File: src/rtl/axis_out_deadlock_monitor.sv
`default_nettype none
// ============================================================================
// Module      : axis_out_deadlock_monitor
// Description : Passive monitor on a kernel AXI-Stream output port. Flags a
//               persistent TVALID-without-TREADY stall while all other
//               instances are idle, and keeps saturating traffic statistics.
// Revision    : 1.0 - initial release
// ============================================================================
module axis_out_deadlock_monitor #(
    parameter int IDLE_W = 2,
    parameter int THRESH = 16,
    parameter int CNT_W  = 32
) (
    input  logic              kernel_monitor_clock,
    input  logic              kernel_monitor_reset,
    input  logic              axis_tvalid,
    input  logic              axis_tready,
    input  logic              axis_tlast,
    input  logic [IDLE_W-1:0] inst_idle_sigs,
    input  logic              clear,
    output logic              block,
    output logic [1:0]        state,
    output logic [CNT_W-1:0]  stall_cycles,
    output logic [CNT_W-1:0]  beat_count,
    output logic [CNT_W-1:0]  packet_count,
    output logic [CNT_W-1:0]  first_block_time
);

    localparam int                 c_RUN_W    = $clog2(THRESH) + 1;
    localparam logic [c_RUN_W-1:0] c_RUN_LAST = c_RUN_W'(THRESH - 1);
    localparam logic [CNT_W-1:0]   c_CNT_MAX  = '1;

    typedef enum logic [1:0] {
        ST_RUN     = 2'd0,
        ST_STALL   = 2'd1,
        ST_BLOCKED = 2'd2
    } state_t;

    state_t             r_state;
    state_t             w_state_nxt;
    logic [c_RUN_W-1:0] r_run;
    logic [c_RUN_W-1:0] w_run_nxt;
    logic               w_enter_block;
    logic               r_block;
    logic [CNT_W-1:0]   r_timer;
    logic [CNT_W-1:0]   r_stall_cycles;
    logic [CNT_W-1:0]   r_beat_count;
    logic [CNT_W-1:0]   r_packet_count;
    logic [CNT_W-1:0]   r_first_block_time;

    logic w_hs;
    logic w_stl;
    logic w_q;

    assign w_hs  = axis_tvalid & axis_tready;
    assign w_stl = axis_tvalid & ~axis_tready;
    assign w_q   = w_stl & (&inst_idle_sigs);

    always_comb begin
        w_state_nxt   = r_state;
        w_run_nxt     = r_run;
        w_enter_block = 1'b0;
        case (r_state)
            ST_RUN: begin
                if (w_q) begin
                    w_state_nxt = ST_STALL;
                    w_run_nxt   = c_RUN_W'(1);
                end else begin
                    w_run_nxt   = '0;
                end
            end
            ST_STALL: begin
                if (!w_q) begin
                    w_state_nxt = ST_RUN;
                    w_run_nxt   = '0;
                end else if (r_run == c_RUN_LAST) begin
                    w_state_nxt   = ST_BLOCKED;
                    w_enter_block = 1'b1;
                end else begin
                    w_run_nxt = r_run + c_RUN_W'(1);
                end
            end
            ST_BLOCKED: begin
                w_state_nxt = ST_BLOCKED;
            end
            default: begin
                w_state_nxt = ST_RUN;
                w_run_nxt   = '0;
            end
        endcase
    end

    // clear shares the reset path so a coinciding event is never counted
    always_ff @(posedge kernel_monitor_clock) begin
        if (kernel_monitor_reset || clear) begin
            r_state            <= ST_RUN;
            r_run              <= '0;
            r_block            <= 1'b0;
            r_timer            <= '0;
            r_stall_cycles     <= '0;
            r_beat_count       <= '0;
            r_packet_count     <= '0;
            r_first_block_time <= '0;
        end else begin
            r_state <= w_state_nxt;
            r_run   <= w_run_nxt;
            r_timer <= r_timer + CNT_W'(1);
            if (w_stl && (r_stall_cycles != c_CNT_MAX))
                r_stall_cycles <= r_stall_cycles + CNT_W'(1);
            if (w_hs && (r_beat_count != c_CNT_MAX))
                r_beat_count <= r_beat_count + CNT_W'(1);
            if (w_hs && axis_tlast && (r_packet_count != c_CNT_MAX))
                r_packet_count <= r_packet_count + CNT_W'(1);
            if (w_enter_block) begin
                r_block            <= 1'b1;
                r_first_block_time <= r_timer;
            end
        end
    end

    assign block            = r_block;
    assign state            = r_state;
    assign stall_cycles     = r_stall_cycles;
    assign beat_count       = r_beat_count;
    assign packet_count     = r_packet_count;
    assign first_block_time = r_first_block_time;

endmodule
`default_nettype wire

File: config.mk
export PLATFORM = sky130hd
export DESIGN_NAME = axis_out_deadlock_monitor
export DESIGN_NICKNAME = d
export VERILOG_FILES = /design/src/rtl/axis_out_deadlock_monitor.sv
export SDC_FILE = /design/constraint.sdc
export NUM_CORES = 1
export LEC_CHECK = 0
export ABC_AREA = 0
export ABC_CLOCK_PERIOD_IN_PS = 7040
export CAP_MARGIN = 15
export CORE_MARGIN = 1
export CORE_UTILIZATION = 35
export DETAILED_ROUTE_END_ITERATION = 6
export PLACE_DENSITY_LB_ADDON = 0.15
export SLEW_MARGIN = 10
export SYNTH_ARGS = -nofsm -noshare
export SYNTH_HDL_FRONTEND = slang
export SYNTH_SLANG_ARGS = --single-unit
File: constraint.sdc
create_clock -name kernel_monitor_clock -period 7.04 [get_ports kernel_monitor_clock]
set_input_delay 2.112 -clock kernel_monitor_clock [delete_from_list [all_inputs] [get_ports kernel_monitor_clock]]
set_output_delay 2.112 -clock kernel_monitor_clock [all_outputs]
set_load 0.005 [all_outputs]
==> results of run 1 <==
[final cells by class]
type | count | area, µm² | area share
flip-flops and latches | 168 | 3360 | 0.337
repair buffers | 144 | 1460 | 0.146
well taps | 280 | 350 | 0.0351
clock inverters | 15 | 148 | 0.0148
multi-input cells | 715 | 4150 | 0.417
clock buffers | 17 | 425 | 0.0427
inverters | 19 | 71.3 | 0.00715
[metal layers]
metal  vias up  track usage  routed length [µm]
met2       120        0.289                9250
met5         -            0                   0
met4         0       0.0500                 167
met1      3400        0.247               10000
li1       3691            -                   -
met3        11       0.0409                 869
[synthesized netlist by cell type (all sizes together) (2+ instances only)]
master / instances / area (µm²)
nand3: 48 / 240
nand2: 129 / 484
a211oi: 8 / 60.1
a21oi: 92 / 460
nor2: 88 / 330
xor2: 24 / 210
ha: 6 / 75.1
dfxtp: 168 / 3360
nand4: 40 / 263
or2: 6 / 37.5
nor4: 16 / 140
mux2i: 6 / 60.1
a31oi: 6 / 37.5
o21ai: 33 / 165
or4b: 2 / 20.0
inv: 19 / 71.3
o211ai: 7 / 52.6
a311oi: 3 / 26.3
clkbuf: 38 / 143
and2: 7 / 43.8
and4: 14 / 123
or3: 39 / 244
o31ai: 20 / 150
and3: 15 / 93.8
nor3: 20 / 100
xnor2: 30 / 263
a41oi: 5 / 43.8
o41ai: 3 / 33.8
a41o: 3 / 30.0
nand3b: 3 / 22.5
a2111oi: 3 / 26.3
or4: 24 / 180
buf: 4 / 18.8
[cell families after synthesis]
group                    after synthesis  share of synthesized area
flip-flops                           168                      0.434
XOR/XNOR                              54                     0.0611
multiplexers                           6                    0.00776
AND/OR/NAND/NOR                      457                      0.306
AO/OA/AOI/OAI                        192                      0.151
adder cells (fa/ha/maj)                6                    0.00970
buffers and inverters                 61                     0.0301
[worst min-delay path, cell delays in order (launching register included)]
cell,delay [ns]
dfxtp_1,0.31
nand2_1,0.05
a21oi_1,0.05
[where the power goes]
group	switching, W	total, W	internal (W)
clock network	0.000449	0.000921	0.000472
logic	0.0000251	0.0000353	0.0000102
registers	0.00000160	0.000952	0.000951
total	0.000475	0.00191	0.00143
[per-stage QoR]
step                area [µm²]  utilization  hold slack (ns)  setup slack (ns)
finish                    9970        0.458            0.450              2.94
global route              9970        0.458            0.472              2.78
CTS                       9940        0.457            0.455              2.95
detailed placement        9370        0.431            0.445              2.49
global placement          9370        0.431            0.442              2.53
floorplan                 7740            -            0.430              3.38
[worst max path at each step]
stage                             endpoint        start  slack [ns]
after floorplan             beat_count[24]  axis_tready        3.38
after global placement      beat_count[24]  axis_tready        2.53
after detailed placement    beat_count[24]  axis_tvalid        2.49
after CTS                   beat_count[24]  axis_tvalid        2.95
after global routing      packet_count[18]  axis_tvalid        2.78
final                       beat_count[24]  axis_tready        2.94
[flip-flops by register name (all words and copies together) (netlist names)]
| register | cells |
|---|---|
| state | 2 |
| r_timer | 32 |
| packet_count | 32 |
| block | 1 |
| first_block_time | 32 |
| beat_count | 32 |
| stall_cycles | 32 |
| r_run | 5 |
==> results.sh, run 1 <==
export IMPL_status="finished clean"
export IMPL_hold_path_class="reg2reg"
export IMPL_synth_edf_count=0
export IMPL_hold_violations=0
export IMPL_yosysSeqAreaShare=0.434
export IMPL_power_w=0.00191
export IMPL_slowest_delay_ns=0.69
export IMPL_detailroute_via_count=7222
export IMPL_slew_limit_headroom=0.366
export IMPL_path_max_fanout=9
export IMPL_synth_main_ff_cell="dfxtp_1"
export IMPL_grt_start_max_net_pins=81
export IMPL_final_cells=1358
export IMPL_ctsResizeCount=0
export IMPL_clk_path_buf_depth=2
export IMPL_cts_inserted_buffers=17
export IMPL_track_usage=0.182
export IMPL_p_leak_nw=2.94
export IMPL_hold_depth=2
export IMPL_setup_viol=0
export IMPL_crit_arrival_ns=4.39
export IMPL_r2r_start="r_timer[0]"
export IMPL_yosysUniqueCellTypes=56
export IMPL_ff2ff_setup_slack_ns=4.54
export IMPL_ant_nets=0
export IMPL_start_util=0.356
export IMPL_routed_wl_um=20300
export IMPL_vias_per_cell=5.32
export IMPL_layout_commonest_cell="dfxtp_1"
export IMPL_cp_num_buf_inv=1
export IMPL_clk_latency_ns=0.44
export IMPL_cts_setup_buffers=0
export IMPL_min_period_ns=4.10
export IMPL_syn_instance_count=944
export IMPL_ys_warnings_count=0
export IMPL_io_buffers=138
export IMPL_power_density_nw_per_um2=191
export IMPL_coreArea_um2=21800
export IMPL_fillCellCount=2209
export IMPL_setup_tns_ns=0
export IMPL_fp_dieArea_um2=22700
export IMPL_synthArstFlopShare=0
export IMPL_cp_start_kind="input pin"
export IMPL_cts_sinks=168
export IMPL_cts_root_buf="clkbuf_16"
export IMPL_ioPinCount=139
export IMPL_end_kind="flip-flop"
export IMPL_grt_pass1_vias=6596
export IMPL_drt_wirelength_per_cell_um=14.9
export IMPL_cpLargestDelayFamily="simple AND/OR/NAND/NOR gates"
export IMPL_clkTransAtPathRegs_ns=0.07
export IMPL_tightest_slew_ns=0.950
export IMPL_vdd_drop_max_uv=140
export IMPL_criticalPathCategory="in2reg"
export IMPL_worstSetupPathDepth=6
export IMPL_rsz0062_at_grt="no"
export IMPL_required_ns=7.33
export IMPL_dp_cells=1325
export IMPL_slew_viol_final=0
export IMPL_syn_area_um2=7740
export IMPL_layout_nets=1079
export IMPL_place_congestion=0.785
export IMPL_hp_start="first_block_time[28]"
export IMPL_drtPass1Iterations=5
export IMPL_synth_area_per_cell_um2=8.20
export IMPL_layout_drive_gt1_share=0.0510
export IMPL_grt_remaining_overflow=0
export IMPL_min_to="first_block_time[28]"
export IMPL_die_h_um=151
export IMPL_drtIter0Drc=346
export IMPL_core_rowCount=54
export IMPL_synth_fp_nets=958
export IMPL_ys_ff_latch=168
export IMPL_cts_hold_buf=0
export IMPL_antenna_cells=0
export IMPL_dp_hpwl_um=13900
export IMPL_max_cap_violations=0
export IMPL_fin_worst_skew_ns=0.0127
export IMPL_period_share=0.583
export IMPL_drcViolationCount=0
export IMPL_crit_slowest_cell="or4_1"
export IMPL_h_tree_depth=4
export IMPL_die_w_um=151
export IMPL_path_cells="clkdlybuf4s50_1, nand2_1, or4_1, or4b_1, xor2_1, nor2_1"
export IMPL_max_freq_mhz=244
export IMPL_rr_endpoint="r_timer[28]"
export IMPL_rr_worst_depth=6
export IMPL_cts_tree="yes"
export IMPL_area_delta_synth_final_pct=28.8
export IMPL_grt_pass1_wl_um=33000
export IMPL_antenna_found_initial=0
export IMPL_layout_common_cells="dfxtp_1, clkdlybuf4s50_1, nand2_1"
(Power assumes the default switching activity.)
==> run 2, diff against run 1 <==
--- a/config.mk
+++ b/config.mk
@@ -6,7 +6,7 @@
 export NUM_CORES = 1
 export LEC_CHECK = 0
 export ABC_AREA = 0
-export ABC_CLOCK_PERIOD_IN_PS = 7040
+export ABC_CLOCK_PERIOD_IN_PS = 3500
 export CAP_MARGIN = 15
 export CORE_MARGIN = 1
 export CORE_UTILIZATION = 35
==> constraint.sdc (replaced) <==
create_clock -name kernel_monitor_clock -period 3.5 [get_ports kernel_monitor_clock]
set_input_delay 1.05 -clock kernel_monitor_clock [delete_from_list [all_inputs] [get_ports kernel_monitor_clock]]
set_output_delay 1.05 -clock kernel_monitor_clock [all_outputs]
set_load 0.005 [all_outputs]
==> run 2 against run 1 <==
Effect of this change: combinational power up 130%; total power up 100%; sequential power up 100%; clock power up 100%; sequential share of layout area down 0.46 points; clock-buffer cell count unchanged; die area unchanged; core utilization up 0.63 points.
==> results.sh, run 2 (synthesis results as in run 1) <==
export IMPL_fin_worst_skew_ns=0.0127
export IMPL_clkTransAtPathRegs_ns=0.08
export IMPL_cts_hold_buf=0
export IMPL_place_congestion=0.831
export IMPL_rsz0062_at_grt="no"
export IMPL_fin_util=0.465
export IMPL_routed_wl_um=20700
export IMPL_antenna_found_initial=0
export IMPL_track_usage=0.186
export IMPL_intPower_w=0.00289
export IMPL_area_delta_synth_final_pct=30.5
export IMPL_layout_common_cells="dfxtp_1, clkdlybuf4s50_1, nand2_1"
export IMPL_hold_depth=2
export IMPL_power_density_nw_per_um2=379
export IMPL_layout_commonest_cell="dfxtp_1"
export IMPL_dp_hpwl_um=14400
export IMPL_period_share=0.798
export IMPL_required_ns=3.87
export IMPL_crit_arrival_ns=3.16
export IMPL_io_buffers=138
export IMPL_core_rowCount=54
export IMPL_vias_per_cell=5.35
export IMPL_hold_violations=0
export IMPL_cp_num_buf_inv=2
export IMPL_drtIter0Drc=387
export IMPL_slew_limit_headroom=0.373
export IMPL_criticalPathCategory="in2reg"
export IMPL_cp_start_kind="input pin"
export IMPL_clk_latency_ns=0.43
export IMPL_clk_path_buf_depth=2
export IMPL_coreArea_um2=21800
export IMPL_rr_worst_depth=5
export IMPL_slew_viol_final=0
export IMPL_grt_start_max_net_pins=66
export IMPL_die_w_um=151
export IMPL_path_max_fanout=7
export IMPL_layout_nets=1099
export IMPL_end_kind="flip-flop"
export IMPL_cts_inserted_buffers=17
export IMPL_p_leak_nw=3.03
export IMPL_hold_path_class="reg2reg"
export IMPL_drt_wirelength_per_cell_um=15.0
export IMPL_ctsResizeCount=0
export IMPL_drcViolationCount=0
export IMPL_ioPinCount=139
export IMPL_rr_endpoint="packet_count[13]"
export IMPL_tightest_slew_ns=0.933
export IMPL_cp_startpoint="axis_tready"
export IMPL_path_cells="clkdlybuf4s50_1, buf_4, and4b_1, nand4_1, a311o_1, or3_1, a21oi_1"
export IMPL_grt_pass1_wl_um=33700
export IMPL_switching_share=0.246
export IMPL_start_util=0.356
export IMPL_worstSetupPathDepth=7
export IMPL_vdd_drop_max_uv=340
export IMPL_cts_tree="yes"
export IMPL_whs_ns=0.455
export IMPL_max_cap_violations=0
export IMPL_h_tree_depth=4
export IMPL_ant_nets=0
export IMPL_fin_area_um2=10100
export IMPL_endpoint="stall_cycles[27]"
export IMPL_grt_remaining_overflow=0
export IMPL_r2r_start="packet_count[16]"
export IMPL_detailroute_via_count=7372
export IMPL_drtPass1Iterations=4
export IMPL_layout_drive_gt1_share=0.0683
export IMPL_status="finished clean"
export IMPL_max_freq_mhz=358
export IMPL_cpLargestDelayFamily="simple AND/OR/NAND/NOR gates"
export IMPL_ff2ff_setup_slack_ns=1.05
export IMPL_cts_sinks=168
export IMPL_power_frac_comb=0.021
export IMPL_setup_viol=0
export IMPL_antenna_cells=0
export IMPL_fp_dieArea_um2=22700
export IMPL_power_switching_w=0.000942
export IMPL_crit_slowest_cell="clkdlybuf4s50_1"
export IMPL_hp_start="first_block_time[4]"
export IMPL_die_h_um=151
export IMPL_min_period_ns=2.79
export IMPL_clockPowerShare=0.479
export IMPL_place_area_um2=9530
export IMPL_cts_root_buf="clkbuf_16"
export IMPL_setup_tns_ns=0
export IMPL_cts_setup_buffers=0
export IMPL_seqPwrFrac=0.499
export IMPL_grt_pass1_vias=6708
export IMPL_slowest_delay_ns=0.48
==> run 2: cell types whose count changed in the layout (fill, tap and decap cells not counted), sizes merged <==
cell / before / now
buf: 6 / 26
clkinv: 2 / 5
clkinvlp: 3 / 2
inv: 29 / 27
==> run 2: layout make-up <==
class / instances / area [µm²]
inverter: 19 / 71.3
tap: 280 / 350
clock inverter: 15 / 154
timing repair buffer: 164 / 1590
sequential: 168 / 3360
clock buffer: 17 / 425
multi-input combinational: 715 / 4150
fill: 2191 / 11600
==> run 2: power groups by stage <==
| stage | Sequential [W] | Combinational (W) | Clock, W |
|---|---|---|---|
| 2_1_floorplan | 0.00196 | 0.0000406 | 0 |
| 3_5_place_dp | 0.00196 | 0.0000826 | 0 |
| 3_3_place_gp | 0.00196 | 0.0000820 | 0 |
| 6_report | 0.00192 | 0.0000819 | 0.00184 |
| 4_1_cts | 0.00192 | 0.0000828 | 0.00190 |
| 5_1_grt | 0.00192 | 0.0000898 | 0.00197 |
==> run 2: routing by layer <==
metal,wire (µm),global-route usage,vias to the layer above
met5,0,0,-
met4,229,0.0640,0
met3,882,0.0379,16
met2,9300,0.295,144
met1,10300,0.251,3471
li1,-,-,3741
==> run 2: worst register-to-register path, stage by stage, from the launching register on <==
cell and delay, ns:
dfxtp_1 0.44, nand4_1 0.26, or4_1 0.60, o41ai_2 0.73
nor2_1 0.16, mux2i_1 0.15
==> run 2: worst min-delay path by stage <==
stage                                 endpoint
after floorplan                     r_timer[0]
after global placement    first_block_time[24]
after detailed placement  first_block_time[20]
after CTS                  first_block_time[4]
after global routing      first_block_time[12]
final                      first_block_time[4]
==> run 2: stage by stage <==
step | std cells | total power (W) | setup slack (ns)
after global placement | 1346 | 0.00204 | 0.335
after detailed placement | 1346 | 0.00204 | 0.289
final | 1378 | 0.00384 | 0.707
after CTS | 1378 | 0.00390 | 0.738
after floorplan | 944 | 0.00200 | 0.903
after global routing | 1378 | 0.00397 | 0.580
==> run 3, diff against run 2 <==
--- a/config.mk
+++ b/config.mk
@@ -6,7 +6,7 @@
 export NUM_CORES = 1
 export LEC_CHECK = 0
 export ABC_AREA = 0
-export ABC_CLOCK_PERIOD_IN_PS = 3500
+export ABC_CLOCK_PERIOD_IN_PS = 2500
 export CAP_MARGIN = 15
 export CORE_MARGIN = 1
 export CORE_UTILIZATION = 35
==> constraint.sdc (replaced) <==
create_clock -name kernel_monitor_clock -period 2.5 [get_ports kernel_monitor_clock]
set_input_delay 0.75 -clock kernel_monitor_clock [delete_from_list [all_inputs] [get_ports kernel_monitor_clock]]
set_output_delay 0.75 -clock kernel_monitor_clock [all_outputs]
set_load 0.005 [all_outputs]
==> run 3 against run 2 <==
Effect of this change: cell count up 4.1%; sequential share of layout area fell by 1.6 points; global-route usage increased by 0.27 points; combinational power increased by 45%; setup slack got worse by 0.63 ns; register-to-register slack got worse by 0.80 ns; sequential power is 40% higher.
==> results.sh, run 3 (synthesis results as in run 1) <==
export IMPL_drt_wirelength_per_cell_um=14.7
export IMPL_grtUsageMet3=0.0485
export IMPL_cts_hold_buf=0
export IMPL_layout_commonest_cell="dfxtp_1"
export IMPL_vias_per_cell=5.29
export IMPL_max_freq_mhz=413
export IMPL_cts_tree="yes"
export IMPL_met1_usage=0.253
export IMPL_setup_tns_ns=0
export IMPL_grt_busiest_layer="met2"
export IMPL_tightest_slew_ns=0.810
export IMPL_drtPass1Iterations=4
export IMPL_ioPinCount=139
export IMPL_layout_nets=1156
export IMPL_required_ns=2.87
export IMPL_layout_drive_gt1_share=0.121
export IMPL_grt_remaining_overflow=0
export IMPL_final_cells=1435
export IMPL_coreArea_um2=21800
export IMPL_power_density_nw_per_um2=514
export IMPL_setup_viol=0
export IMPL_die_w_um=151
export IMPL_multi_input_area_um2=4190
export IMPL_status="finished clean"
export IMPL_slew_viol_final=0
export IMPL_hold_path_class="reg2reg"
export IMPL_min_period_ns=2.42
export IMPL_hold_violations=0
export IMPL_antenna_found_initial=0
export IMPL_rsz0062_at_grt="yes"
export IMPL_start_util=0.356
export IMPL_drtIter0Drc=358
export IMPL_grt_start_max_net_pins=87
export IMPL_regArea_um2=3360
export IMPL_grt_pass1_vias=6966
export IMPL_grt_pass1_wl_um=34300
export IMPL_cp_start_kind="input pin"
export IMPL_layout_common_cells="dfxtp_1, clkdlybuf4s50_1, nand2_1"
export IMPL_core_rowCount=54
export IMPL_drcViolationCount=0
export IMPL_fillCellCount=2150
export IMPL_cts_root_buf="clkbuf_16"
export IMPL_fp_dieArea_um2=22700
export IMPL_criticalPathCategory="in2reg"
export IMPL_slew_limit_headroom=0.454
export IMPL_end_kind="flip-flop"
export IMPL_io_buffers=138
export IMPL_path_max_fanout=4
export IMPL_max_cap_violations=0
export IMPL_area_delta_synth_final_pct=37.2
export IMPL_p_leak_nw=3.34
export IMPL_detailroute_via_count=7589
export IMPL_fin_util=0.488
export IMPL_cts_sinks=168
export IMPL_dp_hpwl_um=14900
export IMPL_clk_latency_ns=0.44
export IMPL_place_congestion=0.828
export IMPL_track_usage=0.189
export IMPL_period_share=0.969
export IMPL_dp_cells=1402
export IMPL_clkTransAtPathRegs_ns=0.08
export IMPL_die_h_um=151
export IMPL_ant_nets=0
export IMPL_vdd_drop_max_uv=403
export IMPL_routed_wl_um=21100
export IMPL_fin_worst_skew_ns=0.0120
export IMPL_crit_arrival_ns=2.79
export IMPL_cts_inserted_buffers=17
export IMPL_clk_path_buf_depth=2
export IMPL_grtUsageMet2=0.302
export IMPL_h_tree_depth=4
export IMPL_ff2ff_setup_slack_ns=0.25
export IMPL_antenna_cells=0
[run 3: cell types whose count changed in the layout (fill, tap and decap cells not counted), sizes merged]
cell	change
buf	+57
clkinv	+2
clkinvlp	-1
inv	-1
[run 3: repair_timing]
action	4_1_cts	5_1_grt
setup endpoints to repair	0	20
setup buffers	0	1
hold endpoints to repair	0	0
resized for setup	0	10
[run 3: final timing paths]
kind	start	to	cells past startpoint
worst min register to register	first_block_time[18]	first_block_time[18]	2
worst min-delay path	first_block_time[18]	first_block_time[18]	2
worst max-delay path	axis_tready	packet_count[29]	6
worst max register to register	packet_count[18]	packet_count[13]	6
[run 3: where the power goes]
group	internal [W]	switching [W]	leakage, nW
registers	0.00268	0.00000424	1.35
logic	0.0000446	0.0000742	1.70
clock network	0.00136	0.00131	0.292
total	0.00408	0.00138	3.34
[run 3: critical path, cell delays in order]
cell             delay (ns)
clkdlybuf4s50_1        0.52
nand3_1                0.14
or3_1                  0.39
a2111o_1               0.43
or4_1                  0.41
a21oi_1                0.14
[run 3: layer usage]
metal  wire length [µm]  part of all wire
met1              10400              0.49
met2               9630              0.46
met3                902             0.043
met4                155            0.0073
met5                  0                 0
[run 3: layout make-up]
class / count / area share
clock buffer: 17 / 0.0401
clock inverter: 15 / 0.0167
inverter: 19 / 0.00671
multi-input combinational: 715 / 0.395
sequential: 168 / 0.317
tap: 280 / 0.0330
timing repair buffer: 221 / 0.192
[run 3: stage by stage]
| step | hold slack (ns) | setup WS (ns) | area [µm²] | power [W] |
|---|---|---|---|---|
| after floorplan | 0.430 | 0.203 | 7740 | 0.00280 |
| after global placement | 0.442 | -0.347 | 9970 | 0.00286 |
| after detailed placement | 0.446 | -0.413 | 9970 | 0.00287 |
| after CTS | 0.457 | 0.0394 | 10600 | 0.00554 |
| after global routing | 0.469 | -0.0229 | 10600 | 0.00566 |
| final | 0.454 | 0.0775 | 10600 | 0.00546 |
